### config.mk
export PLATFORM = sky130hd
export DESIGN_NAME = branch_predictor
export DESIGN_NICKNAME = d
export VERILOG_FILES = /design/src/rtl/branch_predictor.sv
export SDC_FILE = /design/constraint.sdc
export NUM_CORES = 1
export LEC_CHECK = 0
export ABC_AREA = 1
export CORE_MARGIN = 2
export CORE_UTILIZATION = 40
export CTS_CLUSTER_SIZE = 24
export DETAILED_ROUTE_END_ITERATION = 7
export PLACE_DENSITY = 0.65
export SETUP_SLACK_MARGIN = 0.02
export SLEW_MARGIN = 20
export SYNTH_ARGS = -nofsm -noshare
export SYNTH_HDL_FRONTEND = slang
export SYNTH_SLANG_ARGS = --single-unit
### constraint.sdc
create_clock -name clk -period 4.8 [get_ports clk]
set_clock_uncertainty 0.05 [all_clocks]
set_input_delay 0.72 -clock clk [delete_from_list [all_inputs] [get_ports clk]]
set_output_delay 0.72 -clock clk [all_outputs]
set_load 0.01 [all_outputs]
### src/rtl/branch_predictor.sv
// Bimodal branch predictor: a table of 2-bit saturating counters indexed by the PC.
// A prediction is made in ID. The prediction and its table index then move through
// EX and MEM slots, so that they line up with branch resolution in the MEM stage.
// When the branch resolves, its counter is trained, and the saturating performance
// counters are updated.
module branch_predictor #(
  parameter int BHT_ENTRIES = 64,
  parameter int CNT_W       = 16
) (
  input  logic             clk,
  input  logic             rst,
  input  logic [31:0]      id_pc,
  input  logic             jump_early,
  input  logic             branch_early,
  input  logic             flush,
  input  logic             branch_resolved,
  input  logic             actual_taken,
  input  logic             mispredict,
  output logic             predict_taken,
  output logic             jump_taken,
  output logic [CNT_W-1:0] branch_count,
  output logic [CNT_W-1:0] mispredict_count
);

  localparam int IDX_W = $clog2(BHT_ENTRIES);

  logic [1:0]       bht_q [BHT_ENTRIES];
  logic [1:0]       bht_d [BHT_ENTRIES];
  logic [IDX_W-1:0] id_idx;

  logic             ex_valid_q, ex_valid_d;
  logic             ex_pred_q, ex_pred_d;
  logic [IDX_W-1:0] ex_idx_q, ex_idx_d;
  logic             mem_valid_q, mem_valid_d;
  logic             mem_pred_q, mem_pred_d;
  logic [IDX_W-1:0] mem_idx_q, mem_idx_d;

  logic [CNT_W-1:0] branch_count_q, branch_count_d;
  logic [CNT_W-1:0] mispredict_count_q, mispredict_count_d;

  // The mispredict input is informational only; mispredicts are counted from the
  // MEM slot prediction instead. The low PC bits and the high PC bits are not part
  // of the index.
  logic unused_sig;
  assign unused_sig = ^{mispredict, id_pc[31:IDX_W+2], id_pc[1:0]};

  assign id_idx = id_pc[IDX_W+1:2];

  // ID-stage prediction reads the table as it is before any update in this cycle (no bypass).
  always_comb begin
    predict_taken = jump_early | (branch_early & bht_q[id_idx][1]);
  end

  // Move the prediction through the EX and MEM slots; flush empties both slots.
  always_comb begin
    ex_valid_d  = jump_early | branch_early;
    ex_pred_d   = predict_taken;
    ex_idx_d    = id_idx;
    mem_valid_d = ex_valid_q;
    mem_pred_d  = ex_pred_q;
    mem_idx_d   = ex_idx_q;
    if (flush) begin
      ex_valid_d  = 1'b0;
      ex_pred_d   = 1'b0;
      ex_idx_d    = '0;
      mem_valid_d = 1'b0;
      mem_pred_d  = 1'b0;
      mem_idx_d   = '0;
    end
  end

  // Train the counter held in the MEM slot when a branch resolves. An empty slot is never trained.
  always_comb begin
    bht_d = bht_q;
    if (branch_resolved && mem_valid_q) begin
      if (actual_taken) begin
        if (bht_q[mem_idx_q] != 2'b11) bht_d[mem_idx_q] = bht_q[mem_idx_q] + 2'd1;
      end else begin
        if (bht_q[mem_idx_q] != 2'b00) bht_d[mem_idx_q] = bht_q[mem_idx_q] - 2'd1;
      end
    end
  end

  // Saturating performance counters.
  always_comb begin
    branch_count_d     = branch_count_q;
    mispredict_count_d = mispredict_count_q;
    if (branch_resolved) begin
      if (branch_count_q != '1) branch_count_d = branch_count_q + CNT_W'(1);
      if ((mem_pred_q != actual_taken) && (mispredict_count_q != '1))
        mispredict_count_d = mispredict_count_q + CNT_W'(1);
    end
  end

  // State registers. Reset takes priority over flush and over training.
  always_ff @(posedge clk) begin
    if (rst) begin
      for (int i = 0; i < BHT_ENTRIES; i++) bht_q[i] <= 2'b01;
      ex_valid_q         <= 1'b0;
      ex_pred_q          <= 1'b0;
      ex_idx_q           <= '0;
      mem_valid_q        <= 1'b0;
      mem_pred_q         <= 1'b0;
      mem_idx_q          <= '0;
      branch_count_q     <= '0;
      mispredict_count_q <= '0;
    end else begin
      bht_q              <= bht_d;
      ex_valid_q         <= ex_valid_d;
      ex_pred_q          <= ex_pred_d;
      ex_idx_q           <= ex_idx_d;
      mem_valid_q        <= mem_valid_d;
      mem_pred_q         <= mem_pred_d;
      mem_idx_q          <= mem_idx_d;
      branch_count_q     <= branch_count_d;
      mispredict_count_q <= mispredict_count_d;
    end
  end

  // Outputs to the datapath come straight from registers.
  always_comb begin
    jump_taken       = mem_valid_q & mem_pred_q;
    branch_count     = branch_count_q;
    mispredict_count = mispredict_count_q;
  end

endmodule

* Yosys cells after proc, flatten, opt, wreduce, memory -nomap -nowiden
Cells that the tools add are included.
** Storage, ports and cells
- Bits in registers :: 176
- Input bits :: 40
** Operators by class
- Order comparisons :: 3
- Equality and inequality tests :: 5
- Mux-type cells :: 13
- Reduce and logical (&&, ||, !) cells :: 9
- Bitwise logic cells :: 6
- Add/sub/neg operators :: 4
** Operators with widths (number)
- $mux 128 :: 3
- $bwmux 128 :: 2
- $add 16x1->16 const B :: 2
- $ne 16x16->1 const B :: 2
- $bmux 2 s6 :: 2
- $ge 7x7->1 const B :: 2
- $not 6->7 :: 2
- $demux 2 s6 :: 1
- $mux 2 :: 5
- $lt 7x1->1 const B :: 1
- $reduce_and 2->1 :: 2
- $reduce_bool 2->1 :: 2
- $logic_and 1x1->1 :: 3
- $reduce_and 3->1 :: 1
- $add 2x1->2 const B :: 1
- $and 1x1->1 :: 2
- $ne 2x1->1 const B :: 1
- $ne 2x2->1 const B :: 1
- $or 1x1->1 :: 2
- $reduce_or 2->1 :: 1
- $sub 2x1->2 const B :: 1
- $ne 1x1->1 :: 1

* Depth between registers and ports, before layout
Gate-level depths: netlist (run 1).
- Depth after elaboration :: 8
- Gate-level depth with buffers :: 23

* Worst setup path after synthesis (run 1)
OpenSTA, ideal clock, no wires.
- Path kind :: register to register
- Start :: register mem_idx_q[0]
- End :: register with a tool-made name
- Path buffers :: 3
- Cell stages (with the launch flop) :: 21
- Clock period less this slack :: 2.789 ns
- Setup time :: 0.115 ns
- Slack :: 2.011 ns
- Arrival time :: 2.624 ns
- Path through :: dfxtp_1 buf_4 buf_4 o21ai_0 nand2_1 a21oi_1 o21ai_0 nand2_1 nor2_2 buf_4 nand2_1 inv_1 ha_1 inv_1 o211ai_1 a21oi_2 nand2_1 nor2_1 inv_1 a21oi_1 nand2_1
** RTL lines
- start, declared :: line 36 : logic [IDX_W-1:0] mem_idx_q, mem_idx_d;
- start signal, assigned :: line 114 : mem_idx_q <= mem_idx_d;

* Worst setup path after layout (run 1)
- Start :: register mem_idx_q[1]
- End :: register bht_q[91] in the netlist's numbering
** Between the ends
- Cells in the longest elaborated chain, start to end :: 8
** RTL lines
- $not 6->7 (not written as such) * :: line 77, 79
- $bmux 2 s6 (tied with other cells) :: line 77, 79
- $mux 2 (not written as such) or $logic_and 1x1->1 (tied branches) :: line 77, 79
- $mux 2 (not written as such) :: line 77, 79
- $sub 2x1->2 (tied with other cells) :: line 79 : if (bht_q[mem_idx_q] != 2'b00) bht_d[mem_idx_q] = bht_q[mem_idx_q] - 2'd1;
- $bwmux 128 (on tied branches) :: line 79, 77
- $mux 128 (on tied branches) :: line 79, 77
- $mux 128 :: line 76 : if (actual_taken) begin
- end signal, assigned :: line 108 : bht_q <= bht_d;
- end, declared :: line 27 : logic [1:0] bht_q [BHT_ENTRIES];
Mark *: on every way between the ends. The rest lies on a longest branch, timed or not. The select of a mux whose other input is x is not followed.
A chain may end at the register's enable or synchronous reset.

==> results of run 1 <==
-- placed cells by master (no fill, tap or decap), types with 17 or more instances in the layout --
cell type and instances:
nand2_1 360, dfxtp_1 175, clkdlybuf4s50_1 45, nand3_1 159, nor2_1 187, clkbuf_16 17
buf_4 19, a21oi_1 120, o21ai_0 106, nor3_1 19, inv_1 123
-- area by class of cell --
class / count / area (um^2) / area share (%)
tap: 280 / 350 / 3.45
timing repair buffer: 65 / 598 / 5.90
inverter: 133 / 499 / 4.92
clock buffer: 17 / 425 / 4.19
multi-input combinational: 1018 / 4600 / 45.4
sequential: 176 / 3520 / 34.7
clock inverter: 15 / 145 / 1.43
-- through the flow --
stage	instance area, um^2	cells	hold WS (ns)
2_1_floorplan	8940	1394	0.344
3_3_place_gp	9570	1672	0.338
3_5_place_dp	9570	1672	0.346
4_1_cts	10100	1704	0.360
5_1_grt	10100	1704	0.372
6_report	10100	1704	0.363
-- tightest hold or removal path: cells and delay by family (launching register included) --
| kind | cells | cell delay [ns] |
|---|---|---|
| buffers and inverters | 1 | 0.04 |
| DFF | 1 | 0.30 |
| and+or+nand+nor | 1 | 0.03 |
-- report_power, final --
group,total [mW],internal [mW],switching [mW]
sequential,1.47,1.47,0.00799
combinational,0.207,0.0529,0.154
clock,1.37,0.691,0.684
-- how the worst max path moves through the flow --
stage | from | to | slack, ns | depth (start not counted)
final | mem_idx_q[1] | bht_q[91] | 0.41 | 16
after detailed placement | mem_idx_q[1] | bht_q[91] | 0.61 | 20
after CTS | mem_idx_q[1] | bht_q[91] | 0.59 | 16
after global placement | mem_idx_q[1] | register | 0.61 | 17
after floorplan | mem_idx_q[0] | register | 2.01 | 20
after global routing | mem_idx_q[1] | bht_q[51] | 0.14 | 16
-- cells by family (layout without fill, tap and decap cells) --
kind of cell,Yosys count,after routing,synth area share (%)
buffers and inverters,200,230,9.44
flip-flops,176,176,39.4
AO/OA/AOI/OAI,250,250,14.4
XOR/XNOR,16,16,1.57
AND/OR/NAND/NOR,748,748,34.6
adder cells (fa/ha/maj),4,4,0.560
-- routing by layer --
layer | up-vias | GRT usage (%)
met1 | 4218 | 32.4
met4 | 0 | 9.39
met2 | 317 | 37.6
met3 | 54 | 4.11
li1 | 4540 | -
met5 | - | 0
==> out/metrics.csv, run 1 <==
stage;metric;value;unit
status;status;completed;
logic_synthesis;Most used DFF post-synth;dfxtp_1;
timing;unrepaired setup endpoints after global routing;false;
setup_path;Setup Crit Path Kind;reg2reg;
floorplanning;DIE AREA;0.0236;mm^2
route;1st-iter DRT viols;990;
placement;DPL Wire Length;17800;um
route;DRC Markers;0;
setup_path;R2R Setup Slk;0.41;ns
global_routing;remaining global-route overflow;0;
logic_synthesis;Cell variety after synth;31;
power_and_ir_drop;Pleak;3.93;nW
route;met2 wire length;12400;um
timing;Slew headroom;45.8;%
logic_synthesis;post-synth top area share;39.4;%
final_layout;Fillers;2310;
logic_synthesis;number of flops mapped to enable cells by yosys;0;
timing;TNS Setup;0;ns
setup_path;Worst R2R End;bht_q[91];
setup_path;Worst R2R Start;mem_idx_q[1];
final_layout;Antenna Cells;0;
route;vias per std cell;5.36;
final_layout;Layout area overhead;13.5;%
logic_synthesis;Synth async-reset ratio;0;%
route;post-DR wirelength/cell;16.3;um
min_path;hold worst-path end;mem_idx_q[2];
final_layout;share of cells above drive strength 1;4.35;%
clock_network;Clock transition at path regs;0.07;ns
logic_synthesis;syn nets;1438;
clock_network;number of setup buffers added after CTS;0;
setup_path;CP max FO;17;
min_path;Hold Path Stages;2;
timing;post-layout min period;4.39;ns
clock_network;cts hold-fix bufs;0;
clock_network;clock root cell;clkbuf_16;
setup_path;most frequent CP cell;nand2_1;
floorplanning;initial core utilization;40.8;%
route;1st-pass router iterations;6;
setup_path;Largest stage delay, worst path;0.57;ns
timing;post-route setup slack;0.408;ns
final_layout;nets;1455;
timing;Final period util;91.5;%
floorplanning;Die Ht;153;um
final_layout;final core occ;46.3;%
clock_network;Max H-tree Level;4;
logic_synthesis;Ys Warns;0;
logic_synthesis;top post-synthesis cells by area;dfxtp_1 (39%), nand2_1 (15%), nand3_1 (8.9%), nor2_1 (7.9%), a21oi_1 (6.7%);
floorplanning;Top Ports;74;
min_path;hold path startpoint;ex_idx_q[2];
global_routing;GR Util All Layers;23.8;%
timing;Fin. Hold Viols;0;
route;WL met3;1860;um
timing;worst-margin pin slew;0.813;ns
flow_run;Max Cap Viol;0;
floorplanning;num rows;54;
placement;IO buf count;46;
route;wl on met1;12700;um
setup_path;Critical Path Slowest Stage Cell;nand2_1;
logic_synthesis;cell taking the most area after synthesis;dfxtp_1;
floorplanning;core area;0.0219;mm^2
timing;max-slew violations;0;
global_routing;vias in the first global route;8400;
timing;final setup fails;0;
setup_path;worst-path cell chain;buf_4 > inv_2 > nand3_1 > clkinv_1 > nand2_1 > nand4_1 > o21ai_0 > nand2_1 > nor2_1 > nand3_1 > ha_1 > a21oi_2 > nand2_1 > nor2_1 > o21ai_0 > a21oi_1;
placement;Final Wtd Congestion;0.927;
route;routed wire length;27800;um
logic_synthesis;Post-Syn Area per Cell;6.41;um^2
setup_path;Crit. End Element;register;
global_routing;initial antenna violation count;0;
logic_synthesis;Post-synth top cells;nand2_1 (360), nor2_1 (188), dfxtp_1 (176), nand3_1 (159), inv_1 (124);
setup_path;Worst EP arrival;4.72;ns
power_and_ir_drop;Worst IR Drop VDD;0.000268;V
setup_path;Worst path top cell family by delay;simple AND/OR/NAND/NOR gates;
global_routing;largest net degree at the start of global routing;82;
setup_path;number of cells on the worst reg-to-reg path;16;
route;Max Used Layer;met4;
clock_network;CTS resizes;0;
power_and_ir_drop;total power;3.06;mW
clock_network;Num CTS Buffers;17;
power_and_ir_drop;power density over the cells;301;mW/mm^2
route;Final ANT Viol Nets;0;
setup_path;worst path buffer plus inverter count;3;
floorplanning;die width;153;um
setup_path;Startpoint Class;register;
logic_synthesis;sequential area share after synthesis;39.4;%
logic_synthesis;Post-Syn Instances;1394;
setup_path;WP data required;5.12;ns
logic_synthesis;register bit total from synthesis;176;
clock_network;CTS tree;done;
clock_network;clk_lat worst skew;0.45;ns
logic_synthesis;most frequent cell after synthesis;nand2_1;
timing;FMAX;0.228;GHz
global_routing;global-route wire length before repair;44800;um
logic_synthesis;Cell Area, Synth;0.00894;mm^2
clock_network;Num Clock Sinks;176;
clock_network;Max clock buf depth;2;
route;vias post-DR;9129;
min_path;class of the worst hold path;reg2reg;
placement;dpl ws;0.608;ns
No activity file was read; power rests on OpenSTA's default activity.
==> run 2, diff against run 1 <==
Settings changed: CORE_UTILIZATION 40 to 55, PLACE_DENSITY 0.65 to 0.82.
==> run 2 against run 1 <==
- clock-buffer cell count rose by 3
- worst hold slack got worse by 0.0030 ns
- first-iteration DRC count is 20% higher
==> out/metrics.csv, run 2 (synthesis gave the netlist of run 1 again) <==
stage;metric;value;unit;change
timing;FMAX;0.239;GHz;was 0.228 GHz
status;status;completed;;unchanged
clock_network;Num CTS Buffers;17;;unchanged
power_and_ir_drop;P_int;2.20;mW;was 2.21 mW
clock_network;number of setup buffers added after CTS;0;;unchanged
global_routing;largest net degree at the start of global routing;82;;unchanged
final_layout;Reg area;0.00352;mm^2;unchanged
placement;dpl cells;1621;;was 1672
final_layout;Layout area overhead;13.3;%;was 13.5%
timing;Post-Route Hold Slack;0.360;ns;was 0.363 ns
timing;worst-margin pin slew;0.759;ns;was 0.813 ns
setup_path;WP data required;5.11;ns;was 5.12 ns
final_layout;Antenna Cells;0;;unchanged
min_path;class of the worst hold path;reg2reg;;unchanged
final_layout;share of cells above drive strength 1;5.08;%;was 4.35%
power_and_ir_drop;power density over the cells;293;mW/mm^2;was 301 mW/mm^2
setup_path;Setup Crit Path Kind;reg2reg;;unchanged
global_routing;vias in the first global route;8572;;was 8400
setup_path;Crit. End Element;register;;unchanged
route;Final ANT Viol Nets;0;;unchanged
clock_network;Max clock buf depth;2;;unchanged
timing;post-route setup slack;0.622;ns;was 0.408 ns
timing;TNS Setup;0;ns;unchanged
final_layout;commonest cells after routing, fill and taps aside;nand2_1 (360), nor2_1 (187), dfxtp_1 (175), nand3_1 (159), inv_1 (123);;unchanged
final_layout;nets;1468;;was 1455
final_layout;area occupied by multi-input gates;0.00460;mm^2;unchanged
floorplanning;num rows;46;;was 54
timing;final setup fails;0;;unchanged
setup_path;CP max FO;19;;was 17
clock_network;Max H-tree Level;4;;unchanged
placement;Final Wtd Congestion;0.940;;was 0.927
timing;Fin. Hold Viols;0;;unchanged
route;1st-pass router iterations;7;;was 6
floorplanning;Die Ht;131;um;was 153 um
power_and_ir_drop;clock power share;43.4;%;was 45.0%
power_and_ir_drop;Combinational Power Share;6.9;%;was 6.8%
setup_path;Worst EP arrival;4.49;ns;was 4.72 ns
route;vias per std cell;5.75;;was 5.36
flow_run;Max Cap Viol;0;;unchanged
route;routed wire length;26600;um;was 27800 um
power_and_ir_drop;Pleak;3.96;nW;was 3.93 nW
timing;unrepaired setup endpoints after global routing;false;;unchanged
final_layout;Fillers;1468;;was 2310
final_layout;commonest non-fill, non-tap cell in the layout;nand2_1;;unchanged
final_layout;final non-filler cell area;0.0101;mm^2;about the same
clock_network;Num Clock Sinks;176;;unchanged
final_layout;final core occ;63.8;%;was 46.3%
clock_network;CTS tree;done;;unchanged
timing;Final period util;87.0;%;was 91.5%
final_layout;Non-Filler Instances;1653;;was 1704
global_routing;initial antenna violation count;0;;unchanged
placement;DPL Wire Length;17100;um;was 17800 um
power_and_ir_drop;sw frac;26.0;%;was 27.7%
route;post-DR wirelength/cell;16.1;um;was 16.3 um
timing;max-slew violations;0;;unchanged
clock_network;cts hold-fix bufs;0;;unchanged
placement;DP Area;0.00959;mm^2;was 0.00957 mm^2
clock_network;CTS resizes;0;;unchanged
power_and_ir_drop;Flop pwr share;49.7;%;was 48.2%
floorplanning;die width;131;um;was 153 um
timing;Slew headroom;49.4;%;was 45.8%
power_and_ir_drop;switching pwr;771;uW;was 846 uW
global_routing;global-route wire length before repair;42700;um;was 44800 um
route;DRC Markers;0;;unchanged
global_routing;remaining global-route overflow;0;;unchanged
route;1st-iter DRT viols;1189;;was 990
floorplanning;Top Ports;74;;unchanged
timing;post-layout min period;4.18;ns;was 4.39 ns
floorplanning;DIE AREA;0.0173;mm^2;was 0.0236 mm^2
power_and_ir_drop;total power;2.97;mW;was 3.06 mW
clock_network;Clock transition at path regs;0.07;ns;about the same
floorplanning;core area;0.0159;mm^2;was 0.0219 mm^2
route;vias post-DR;9510;;was 9129
clock_network;clk_lat worst skew;0.44;ns;was 0.45 ns
placement;dpl ws;0.828;ns;was 0.608 ns
floorplanning;initial core utilization;56.3;%;was 40.8%
global_routing;GR Util All Layers;30.5;%;was 23.8%
placement;IO buf count;46;;unchanged
power_and_ir_drop;Worst IR Drop VDD;0.000287;V;was 0.000268 V
clock_network;clock root cell;clkbuf_16;;unchanged
setup_path;Startpoint Class;register;;unchanged
## run 2: worst paths after layout
kind                     start            to  slack [ns]  cells after the start
hold reg to reg    ex_idx_q[0]  mem_idx_q[0]        0.36                      2
setup reg to reg  mem_idx_q[1]     bht_q[99]        0.62                     17
setup / recovery  mem_idx_q[1]     bht_q[99]        0.62                     17
hold / removal     ex_idx_q[0]  mem_idx_q[0]        0.36                      2
## run 2: worst max-delay path, cell delays in order (launching register included)
cell,delay (ns)
dfxtp_1,0.67
inv_2,0.38
nand3_1,0.26
clkinv_1,0.39
a22oi_1,0.27
nand3_1,0.08
o21ai_0,0.20
nand2_1,0.13
nor2_1,0.10
nand3_1,0.07
ha_1,0.19
a21oi_2,0.11
buf_4,0.27
nand2_1,0.11
buf_4,0.18
nor2_1,0.26
o21ai_0,0.16
a21oi_1,0.21
## run 2: area by class of cell
cell class                 count  area share [%]
multi-input combinational   1018            45.4
clock inverter                12           0.865
tap                          216            2.67
clock buffer                  20            4.41
timing repair buffer          78            6.87
inverter                     133            4.95
sequential                   176            34.8
## run 2: power groups by stage
stage          Clock (mW)  Sequential (mW)  Combinational (mW)
5_1_grt              1.34             1.48               0.219
2_1_floorplan           0             1.51               0.132
6_report             1.29             1.48               0.205
4_1_cts              1.29             1.48               0.199
3_3_place_gp            0             1.51               0.196
3_5_place_dp            0             1.51               0.198
## run 2: metal layers
metal / share of wire [%] / GRT usage, %
met4: 4.9 / 14.6
met2: 44 / 47.8
met5: 0 / 0
met3: 11 / 6.98
met1: 40 / 39.8
==> run 3, diff against run 2 <==
Settings changed: CAP_MARGIN set to 25, CORE_ASPECT_RATIO set to 1.2.
==> run 3 against run 2 <==
- worst hold slack got worse by 0.0018 ns
- final cell count decreased by 1.2%
- register-to-register slack improved by 0.05 ns
- non-clock buffer count decreased by 15
- sequential cell count unchanged
- largest cell class unchanged
- largest power group unchanged
==> out/metrics.csv, run 3 (synthesis gave the netlist of run 1 again) <==
stage;metric;value;unit;change
status;status;completed;;unchanged
global_routing;vias in the first global route;8618;;was 8572
power_and_ir_drop;P_int;2.24;mW;was 2.20 mW
clock_network;Max clock buf depth;2;;unchanged
setup_path;Startpoint Class;register;;unchanged
placement;Final Wtd Congestion;0.938;;was 0.940
global_routing;largest net degree at the start of global routing;65;;was 82
clock_network;CTS tree;done;;unchanged
final_layout;nets;1453;;was 1468
route;DRC Markers;0;;unchanged
floorplanning;Top Ports;74;;unchanged
setup_path;Worst R2R End;bht_q[35];;was bht_q[99]
power_and_ir_drop;Combinational Power Share;6.8;%;was 6.9%
clock_network;clk_lat worst skew;0.44;ns;about the same
placement;DPL Wire Length;16400;um;was 17100 um
timing;Fin. Hold Viols;0;;unchanged
min_path;class of the worst hold path;reg2reg;;unchanged
power_and_ir_drop;power density over the cells;298;mW/mm^2;was 293 mW/mm^2
setup_path;Crit. End Element;register;;unchanged
final_layout;Antenna Cells;0;;unchanged
min_path;hold path startpoint;ex_idx_q[0];;unchanged
clock_network;Clock transition at path regs;0.07;ns;about the same
floorplanning;die width;120;um;was 131 um
setup_path;Worst EP arrival;4.44;ns;was 4.49 ns
setup_path;WP data required;5.11;ns;about the same
clock_network;number of setup buffers added after CTS;0;;unchanged
timing;TNS Setup;0;ns;unchanged
global_routing;global-route wire length before repair;41700;um;was 42700 um
timing;max-slew violations;0;;unchanged
setup_path;Worst path top cell family by delay;simple AND/OR/NAND/NOR gates;;was buffers and inverters
final_layout;Layout area overhead;12.2;%;was 13.3%
floorplanning;num rows;51;;was 46
route;routed wire length;25900;um;was 26600 um
power_and_ir_drop;Flop pwr share;49.4;%;was 49.7%
setup_path;most frequent CP cell;nand2_1;;was nand3_1
setup_path;worst path buffer plus inverter count;5;;was 4
timing;final setup fails;0;;unchanged
setup_path;Setup Crit Path Kind;reg2reg;;unchanged
floorplanning;DIE AREA;0.0173;mm^2;about the same
min_path;Hold Path Stages;2;;unchanged
power_and_ir_drop;switching pwr;740;uW;was 771 uW
route;post-DR wirelength/cell;15.9;um;was 16.1 um
global_routing;GR Util All Layers;30.4;%;was 30.5%
route;1st-pass router iterations;7;;unchanged
floorplanning;Die Ht;144;um;was 131 um
timing;Final period util;86.1;%;was 87.0%
clock_network;Num Clock Sinks;176;;unchanged
final_layout;share of cells above drive strength 1;3.87;%;was 5.08%
setup_path;Largest stage delay, worst path;0.52;ns;was 0.67 ns
power_and_ir_drop;Worst IR Drop VDD;0.000255;V;was 0.000287 V
global_routing;initial antenna violation count;0;;unchanged
setup_path;Worst R2R Start;mem_idx_q[1];;unchanged
setup_path;Critical Path Slowest Stage Cell;inv_1;;was dfxtp_1
placement;dpl ws;0.901;ns;was 0.828 ns
final_layout;commonest cells after routing, fill and taps aside;nand2_1 (360), nor2_1 (187), dfxtp_1 (175), nand3_1 (159), inv_1 (123);;unchanged
setup_path;CP max FO;19;;unchanged
clock_network;cts hold-fix bufs;0;;unchanged
timing;unrepaired setup endpoints after global routing;false;;unchanged
setup_path;number of cells on the worst reg-to-reg path;20;;was 17
timing;Slew headroom;39.6;%;was 49.4%
timing;FMAX;0.242;GHz;was 0.239 GHz
timing;worst-margin pin slew;0.899;ns;was 0.759 ns
route;1st-iter DRT viols;942;;was 1189
flow_run;Max Cap Viol;0;;unchanged
clock_network;CTS resizes;0;;unchanged
timing;post-layout min period;4.13;ns;was 4.18 ns
floorplanning;core area;0.0161;mm^2;was 0.0159 mm^2
global_routing;remaining global-route overflow;0;;unchanged
clock_network;Num CTS Buffers;17;;unchanged
route;vias post-DR;9445;;was 9510
final_layout;commonest non-fill, non-tap cell in the layout;nand2_1;;unchanged
power_and_ir_drop;total power;2.98;mW;was 2.97 mW
route;Final ANT Viol Nets;0;;unchanged
power_and_ir_drop;clock power share;43.8;%;was 43.4%
floorplanning;initial core utilization;55.6;%;was 56.3%
timing;post-route setup slack;0.668;ns;was 0.622 ns
setup_path;worst-path cell chain;inv_2 > nand3_2 > inv_1 > nand2_1 > and3_1 > nand3_1 > nand2_1 > nand2_1 > inv_1 > nand2_1 > nor2_1 > ha_1 > inv_1 > o211ai_1 > a21oi_2 > buf_4 > nand2_1 > nor2_1 > o21ai_0 > a21oi_1;;was inv_2 > nand3_1 > clkinv_1 > a22oi_1 > nand3_1 > o21ai_0 > nand2_1 > nor2_1 > nand3_1 > ha_1 > a21oi_2 > buf_4 > nand2_1 > buf_4 > nor2_1 > o21ai_0 > a21oi_1
clock_network;clock root cell;clkbuf_16;;unchanged
route;vias per std cell;5.78;;was 5.75
clock_network;Max H-tree Level;4;;unchanged
power_and_ir_drop;sw frac;24.8;%;was 26.0%
placement;IO buf count;46;;unchanged
min_path;hold worst-path end;mem_idx_q[0];;unchanged
setup_path;R2R Setup Slk;0.67;ns;was 0.62 ns
power_and_ir_drop;Pleak;3.89;nW;was 3.96 nW
final_layout;final core occ;62.4;%;was 63.8%
## run 3: worst min-delay path, delay by kind of cell (launching register included)
kind          cells  cell delay [ns]
buf+inv           1             0.04
flops             1             0.30
simple gates      1             0.04
## run 3: per-layer routing
layer,track usage [%],up-vias,wire length (um)
met1,35.6,4258,10200
met5,0,-,0
met2,50.8,529,12100
met4,18.6,0,1370
met3,6.35,115,2280
li1,-,4543,-
## run 3: stage by stage
step / std cells / hold WS, ns / cell area, um^2
4_1_cts: 1633 / 0.359 / 10000
6_report: 1633 / 0.358 / 10000
5_1_grt: 1633 / 0.371 / 10000
3_5_place_dp: 1602 / 0.345 / 9490
2_1_floorplan: 1394 / 0.344 / 8940
3_3_place_gp: 1601 / 0.342 / 9470
## run 3: how the worst max path moves through the flow
stage                      start            end  slack [ns]  cells after the start
floorplan           mem_idx_q[0]       register        2.01                     20
global placement        id_pc[3]  predict_taken        0.95                     12
detailed placement  mem_idx_q[1]       register        0.90                     21
CTS                 mem_idx_q[1]      bht_q[35]        0.80                     20
global route        mem_idx_q[1]      bht_q[35]        0.49                     19
finish              mem_idx_q[1]      bht_q[35]        0.67                     20
## run 3: power by group through the flow
stage,clock [mW],combinational [mW],sequential (mW)
detailed placement,0,0.197,1.51
global route,1.38,0.220,1.47
floorplan,0,0.132,1.51
CTS,1.31,0.198,1.47
global placement,0,0.195,1.51
finish,1.31,0.203,1.47
## run 3: cell type report
| class | instances | area [um^2] |
|---|---|---|
| tap | 212 | 265 |
| inverter | 133 | 499 |
| sequential | 176 | 3520 |
| clock buffer | 22 | 454 |
| fill | 1500 | 6050 |
| clock inverter | 9 | 87.6 |
| timing repair buffer | 63 | 596 |
| multi-input combinational | 1018 | 4600 |
